### src/rtl/score_keeper.sv
// score_keeper: match score state machine for augmented-reality pong.
// Samples the ball column once per frame, awards points on goal-line
// crossings, freezes the ball for a serve holdoff after each point and
// declares a winner when a player reaches WIN_SCORE.
// Optional feature: define SCORE_AUTO_RESTART_EN to make GAME_OVER clear
// itself after HOLDOFF_FRAMES frame ticks. Without it, GAME_OVER holds
// until restart.
module score_keeper #(
    parameter logic [3:0]  WIN_SCORE      = 4'd9,
    parameter logic [7:0]  HOLDOFF_FRAMES = 8'd120,
    parameter logic [12:0] LEFT_GOAL_COL  = 13'd8,
    parameter logic [12:0] RIGHT_GOAL_COL = 13'd631
) (
    input  logic        clk,
    input  logic        reset_n,
    input  logic        frame_tick,
    input  logic [12:0] ball_col,
    input  logic        restart,
    output logic [3:0]  score_p1,
    output logic [3:0]  score_p2,
    output logic        point_p1,
    output logic        point_p2,
    output logic        ball_freeze,
    output logic        serve_req,
    output logic        serve_dir,
    output logic        game_over,
    output logic        winner
);

    typedef enum logic [1:0] {
        ST_HOLDOFF   = 2'd0,
        ST_PLAY      = 2'd1,
        ST_GAME_OVER = 2'd2
    } state_t;

    state_t      state_q, state_d;
    logic [7:0]  hold_cnt_q, hold_cnt_d;
    logic [3:0]  score_p1_q, score_p1_d;
    logic [3:0]  score_p2_q, score_p2_d;
    logic        point_p1_q, point_p1_d;
    logic        point_p2_q, point_p2_d;
    logic        serve_req_q, serve_req_d;
    logic        serve_dir_q, serve_dir_d;
    logic        game_over_q, game_over_d;
    logic        winner_q, winner_d;
    logic        ball_freeze_q, ball_freeze_d;

    // Pre-computed increments keep the next-state logic readable.
    logic [7:0]  hold_cnt_inc;
    logic [3:0]  score_p1_inc;
    logic [3:0]  score_p2_inc;

    assign hold_cnt_inc = hold_cnt_q + 8'd1;
    assign score_p1_inc = score_p1_q + 4'd1;
    assign score_p2_inc = score_p2_q + 4'd1;

    // Next-state and registered-output logic; restart overrides everything.
    always_comb begin
        state_d       = state_q;
        hold_cnt_d    = hold_cnt_q;
        score_p1_d    = score_p1_q;
        score_p2_d    = score_p2_q;
        point_p1_d    = 1'b0;
        point_p2_d    = 1'b0;
        serve_req_d   = 1'b0;
        serve_dir_d   = serve_dir_q;
        game_over_d   = game_over_q;
        winner_d      = winner_q;

        if (restart) begin
            state_d     = ST_HOLDOFF;
            hold_cnt_d  = 8'd0;
            score_p1_d  = 4'd0;
            score_p2_d  = 4'd0;
            serve_dir_d = 1'b0;
            game_over_d = 1'b0;
            winner_d    = 1'b0;
        end else if (frame_tick) begin
            case (state_q)
                ST_HOLDOFF: begin
                    // Goal crossings are ignored while the ball is frozen.
                    if (hold_cnt_inc == HOLDOFF_FRAMES) begin
                        serve_req_d = 1'b1;
                        hold_cnt_d  = 8'd0;
                        state_d     = ST_PLAY;
                    end else begin
                        hold_cnt_d  = hold_cnt_inc;
                    end
                end
                ST_PLAY: begin
                    // Left goal is checked first so a misconfigured overlap
                    // still awards exactly one point.
                    if (ball_col <= LEFT_GOAL_COL) begin
                        point_p2_d  = 1'b1;
                        serve_dir_d = 1'b0;
                        hold_cnt_d  = 8'd0;
                        if (score_p2_inc >= WIN_SCORE) begin
                            score_p2_d  = WIN_SCORE;
                            state_d     = ST_GAME_OVER;
                            game_over_d = 1'b1;
                            winner_d    = 1'b1;
                        end else begin
                            score_p2_d  = score_p2_inc;
                            state_d     = ST_HOLDOFF;
                        end
                    end else if (ball_col >= RIGHT_GOAL_COL) begin
                        point_p1_d  = 1'b1;
                        serve_dir_d = 1'b1;
                        hold_cnt_d  = 8'd0;
                        if (score_p1_inc >= WIN_SCORE) begin
                            score_p1_d  = WIN_SCORE;
                            state_d     = ST_GAME_OVER;
                            game_over_d = 1'b1;
                            winner_d    = 1'b0;
                        end else begin
                            score_p1_d  = score_p1_inc;
                            state_d     = ST_HOLDOFF;
                        end
                    end
                end
                ST_GAME_OVER: begin
`ifdef SCORE_AUTO_RESTART_EN
                    // Show the final result for a holdoff, then clear.
                    if (hold_cnt_inc == HOLDOFF_FRAMES) begin
                        state_d     = ST_HOLDOFF;
                        hold_cnt_d  = 8'd0;
                        score_p1_d  = 4'd0;
                        score_p2_d  = 4'd0;
                        serve_dir_d = 1'b0;
                        game_over_d = 1'b0;
                        winner_d    = 1'b0;
                    end else begin
                        hold_cnt_d  = hold_cnt_inc;
                    end
`else
                    // Held until an explicit restart.
                    hold_cnt_d = 8'd0;
`endif
                end
                default: begin
                    state_d    = ST_HOLDOFF;
                    hold_cnt_d = 8'd0;
                end
            endcase
        end

        // Registered so it falls together with the serve_req pulse.
        ball_freeze_d = (state_d != ST_PLAY);
    end

    // State and output registers with asynchronous active-low reset.
    always_ff @(posedge clk or negedge reset_n) begin
        if (!reset_n) begin
            state_q       <= ST_HOLDOFF;
            hold_cnt_q    <= 8'd0;
            score_p1_q    <= 4'd0;
            score_p2_q    <= 4'd0;
            point_p1_q    <= 1'b0;
            point_p2_q    <= 1'b0;
            serve_req_q   <= 1'b0;
            serve_dir_q   <= 1'b0;
            game_over_q   <= 1'b0;
            winner_q      <= 1'b0;
            ball_freeze_q <= 1'b1;
        end else begin
            state_q       <= state_d;
            hold_cnt_q    <= hold_cnt_d;
            score_p1_q    <= score_p1_d;
            score_p2_q    <= score_p2_d;
            point_p1_q    <= point_p1_d;
            point_p2_q    <= point_p2_d;
            serve_req_q   <= serve_req_d;
            serve_dir_q   <= serve_dir_d;
            game_over_q   <= game_over_d;
            winner_q      <= winner_d;
            ball_freeze_q <= ball_freeze_d;
        end
    end

    assign score_p1    = score_p1_q;
    assign score_p2    = score_p2_q;
    assign point_p1    = point_p1_q;
    assign point_p2    = point_p2_q;
    assign ball_freeze = ball_freeze_q;
    assign serve_req   = serve_req_q;
    assign serve_dir   = serve_dir_q;
    assign game_over   = game_over_q;
    assign winner      = winner_q;

endmodule

### config.mk
export PLATFORM = sky130hd
export DESIGN_NAME = score_keeper
export DESIGN_NICKNAME = d
export VERILOG_FILES = /design/src/rtl/score_keeper.sv
export SDC_FILE = /design/constraint.sdc
export NUM_CORES = 1
export LEC_CHECK = 0
export CAP_MARGIN = 30
export CORE_ASPECT_RATIO = 0.6
export CORE_MARGIN = 3
export CORE_UTILIZATION = 45
export CTS_CLUSTER_SIZE = 24
export DETAILED_ROUTE_END_ITERATION = 7
export PLACE_DENSITY = 0.79
export SLEW_MARGIN = 20
export SYNTH_ARGS = -nofsm -noshare
export SYNTH_HDL_FRONTEND = slang
export SYNTH_SLANG_ARGS = --single-unit
export TNS_END_PERCENT = 5
### constraint.sdc
create_clock -name clk -period 1.5 [get_ports clk]
set_input_delay 0.3 -clock clk [delete_from_list [all_inputs] [get_ports clk]]
set_output_delay 0.3 -clock clk [all_outputs]
set_load 0.02 [all_outputs]
==> results of run 1 <==
[per-stage QoR]
step           hold WS [ns]  worst slack, ns
2_1_floorplan       0.00441           -0.399
3_3_place_gp          0.517           -0.824
3_5_place_dp          0.530           -0.895
4_1_cts               0.391           -0.302
5_1_grt               0.394           -0.379
6_report              0.374           -0.324
[timing repair]
item | CTS | global route
pin swaps | 22 | 12
endpoints found under the setup margin | 39 | 25
setup buffers | 6 | 1
resized for setup | 64 | 17
[flip-flops by register name, indices dropped and copies added (netlist names)]
name / flops
state_q: 2
serve_req: 1
winner: 1
score_p1: 4
score_p2: 4
hold_cnt_q: 8
point_p2: 1
serve_dir: 1
ball_freeze: 1
point_p1: 1
game_over: 1
[power groups by stage]
| stage | clock (uW) | sequential [uW] | combinational, uW |
|---|---|---|---|
| after floorplan | 0 | 700 | 47.5 |
| after detailed placement | 0 | 700 | 144 |
| after CTS | 401 | 687 | 148 |
| after global routing | 435 | 692 | 173 |
| final | 397 | 690 | 162 |
| after global placement | 0 | 700 | 140 |
[area by class of cell]
type,count,area (um2)
Tap cell,42,52.6
Fill cell,197,718
Inverter,14,52.6
Timing Repair Buffer,73,603
Sequential cell,25,627
Clock buffer,4,45.0
Multi-Input combinational cell,125,905
[per-layer routing]
layer  vias to the layer above  wire (um)
met1                       816       2110
met3                        26        441
met2                       115       2380
li1                        757          -
met5                         -          0
met4                         0        166
[critical path, stage by stage]
cell	delay, ns
clkdlybuf4s15_1	0.20
or4_4	0.44
nor4_4	0.34
buf_4	0.20
or4_4	0.16
a21oi_4	0.06
a211o_1	0.27
[layout by cell type, fill, tap and decap left out, drive strengths merged, types with 6 or more instances in the layout]
cell and n:
dlygate4sd2 21, nor3 9, inv 14, o21ai 12, nand2 17, nor2 10
a21oi 8, nand3 10, nand4 6, dfrtp 24, buf 48
[kinds of logic (layout without fill, tap and decap cells)]
logic type / count (synthesis) / in the layout / synth area share
compound gates: 46 / 46 / 0.206
xor+xnor: 2 / 2 / 0.0119
fa+ha+maj: 5 / 5 / 0.0424
buf+inv: 19 / 91 / 0.0484
flops: 25 / 25 / 0.425
simple gates: 72 / 72 / 0.266
[path summary, 6_finish.rpt]
check                                  start             to  slack (ns)  depth (start not counted)
worst max register to register   score_p2[0]    score_p2[1]       -0.20                          6
worst min register to register     serve_dir      serve_dir        0.54                          2
min in group clk                ball_col[12]    score_p2[2]        0.51                          6
max in group asynchronous            reset_n    ball_freeze        0.80                          2
worst min-delay path                 reset_n  hold_cnt_q[4]        0.37                          2
worst max-delay path             ball_col[6]  hold_cnt_q[5]       -0.32                          7
==> qor.csv, run 1 <==
stage;metric;value;unit
cts;cts_tree;done;
cts;clock_path_buffers;2;
power;p_clk_frac;0.318;
drt;vias;1714;
cts;root_buffer;clkbuf_8;
logic_synthesis;ys_top_cells_by_area;dfrtp_1, ha_1, o21ai_0;
logic_synthesis;syn_nets;191;
logic_synthesis;synthTopCellsByCount;dfrtp_1, nand2_1, inv_1;
worst_setup_path;worstPathRequired;1.65;ns
logic_synthesis;netlist_instances;169;
drt;drtAntennaViolNets;0;
logic_synthesis;synth-edff-count;0;
grt;antenna_found_initial;0;
drt;viasPerCell;6.06;
cts;numCtsBuffers;3;
power;switching_share;0.239;
timing;fmax;0.548;GHz
worst_setup_path;crit_path_max_fanout;3;
finish;final_layout_size_suffix_gt1_frac;0.320;
timing;rsz0062_at_grt;yes;
timing;final.period_utilization;1.22;
grt;grt_pass1_wl;7.49;mm
timing;fin_skew;0.0176;ns
finish;num_antenna_cells;0;
floorplanning;dieArea;4020;um2
cts;insertion_delay;0.28;ns
power;power_per_cell_area;547;nW/um2
cts;htreeDepth;1;
finish;fin_util;0.761;
logic_synthesis;ys_seq_area_frac;0.425;
worst_setup_path;crit_type;in2reg;
timing;tightest_slew;0.432;ns
logic_synthesis;ys_ff_latch;25;
placed_design;post-dp-hpwl;3.14;mm
cts;clk_pin_slew;0.09;ns
outcome;violations;negative setup slack;
logic_synthesis;yosysMostFrequentCell;dfrtp_1;
logic_synthesis;synth_top_area_frac;0.407;
outcome;status;complete, but fails checks;
drt;first_pass_iters;6;
logic_synthesis;ys_types;42;
grt;busiest_layer;met2;
drt;wl_per_cell;18.0;um
drt;drc;0;
grt;grt_max_degree;26;
placed_design;postPlaceCellArea;2080;um2
timing;hold_viol_final;0;
floorplanning;die_x;79.9;um
logic_synthesis;yosysTopAreaCell;dfrtp_1;
floorplanning;coreArea;3000;um2
grt;groute.layer.met2.usage;0.400;
cts;cts_hold_buffers;0;
floorplanning;start_util;0.491;
job;maxCapViolations;0;
grt;met3_usage;0.0448;
power;intPower;951;uW
cts;cts.sinks;25;
grt;overflow;0;
finish;final_area;2280;um2
floorplanning;rows;15;
worst_setup_path;cp-end-kind;flip-flop;
timing;maxSlewHeadroom;0.711;
timing;report.final.slew_viol_count;0;
logic_synthesis;ys.warnings.count;0;
grt;grt_usage;0.238;
drt;wirelength;5.11;mm
power;cellLeakagePower;0.00104;uW
finish;final_cells;283;
power;comb_power_share;0.130;
floorplanning;dieHeight;50.3;um
placed_design;portBuffers;31;
grt;gr-usage-met1;0.319;
timing;tns;-4.13;ns
logic_synthesis;ys.flop_type;dfrtp_1;
placed_design;gp_congestion;0.992;
power;total_power;1250;uW
power;ir_worst_vdd;0.443;mV
worst_setup_path;cp-start-kind;input pin;
power;power.switching;298;uW
timing;setup_ws;-0.324;ns
grt;grt_pass1_vias;1611;
power;seqPwrFrac;0.553;
timing;finalSetupViolCount;19;
worst_setup_path;critPathArrivalTime;1.97;ns
logic_synthesis;async_reset_ff_frac;1.00;
placed_design;place_inst;272;
min_path;hold_path_class;in2async;
logic_synthesis;netlist_area;1470;um2
finish;area_delta_synth_final;55.0;%
logic_synthesis;postSynthAreaPerCell;8.72;um2
timing;post-route-min-period;1.82;ns
finish;nets;264;
drt;drt-initial-drc-count;167;
floorplanning;io_pins;32;
Power figures use the tool's default switching activity.
==> run 2, diff against run 1 <==
--- a/config.mk
+++ b/config.mk
@@ -11,6 +11,7 @@
 export CORE_UTILIZATION = 45
 export CTS_CLUSTER_SIZE = 24
 export DETAILED_ROUTE_END_ITERATION = 7
+export HOLD_SLACK_MARGIN = 0.03
 export PLACE_DENSITY = 0.79
 export SLEW_MARGIN = 20
 export SYNTH_ARGS = -nofsm -noshare
==> results of run 2 <==
Same layout as run 1: the final DEF is identical, and so are final timing and power.
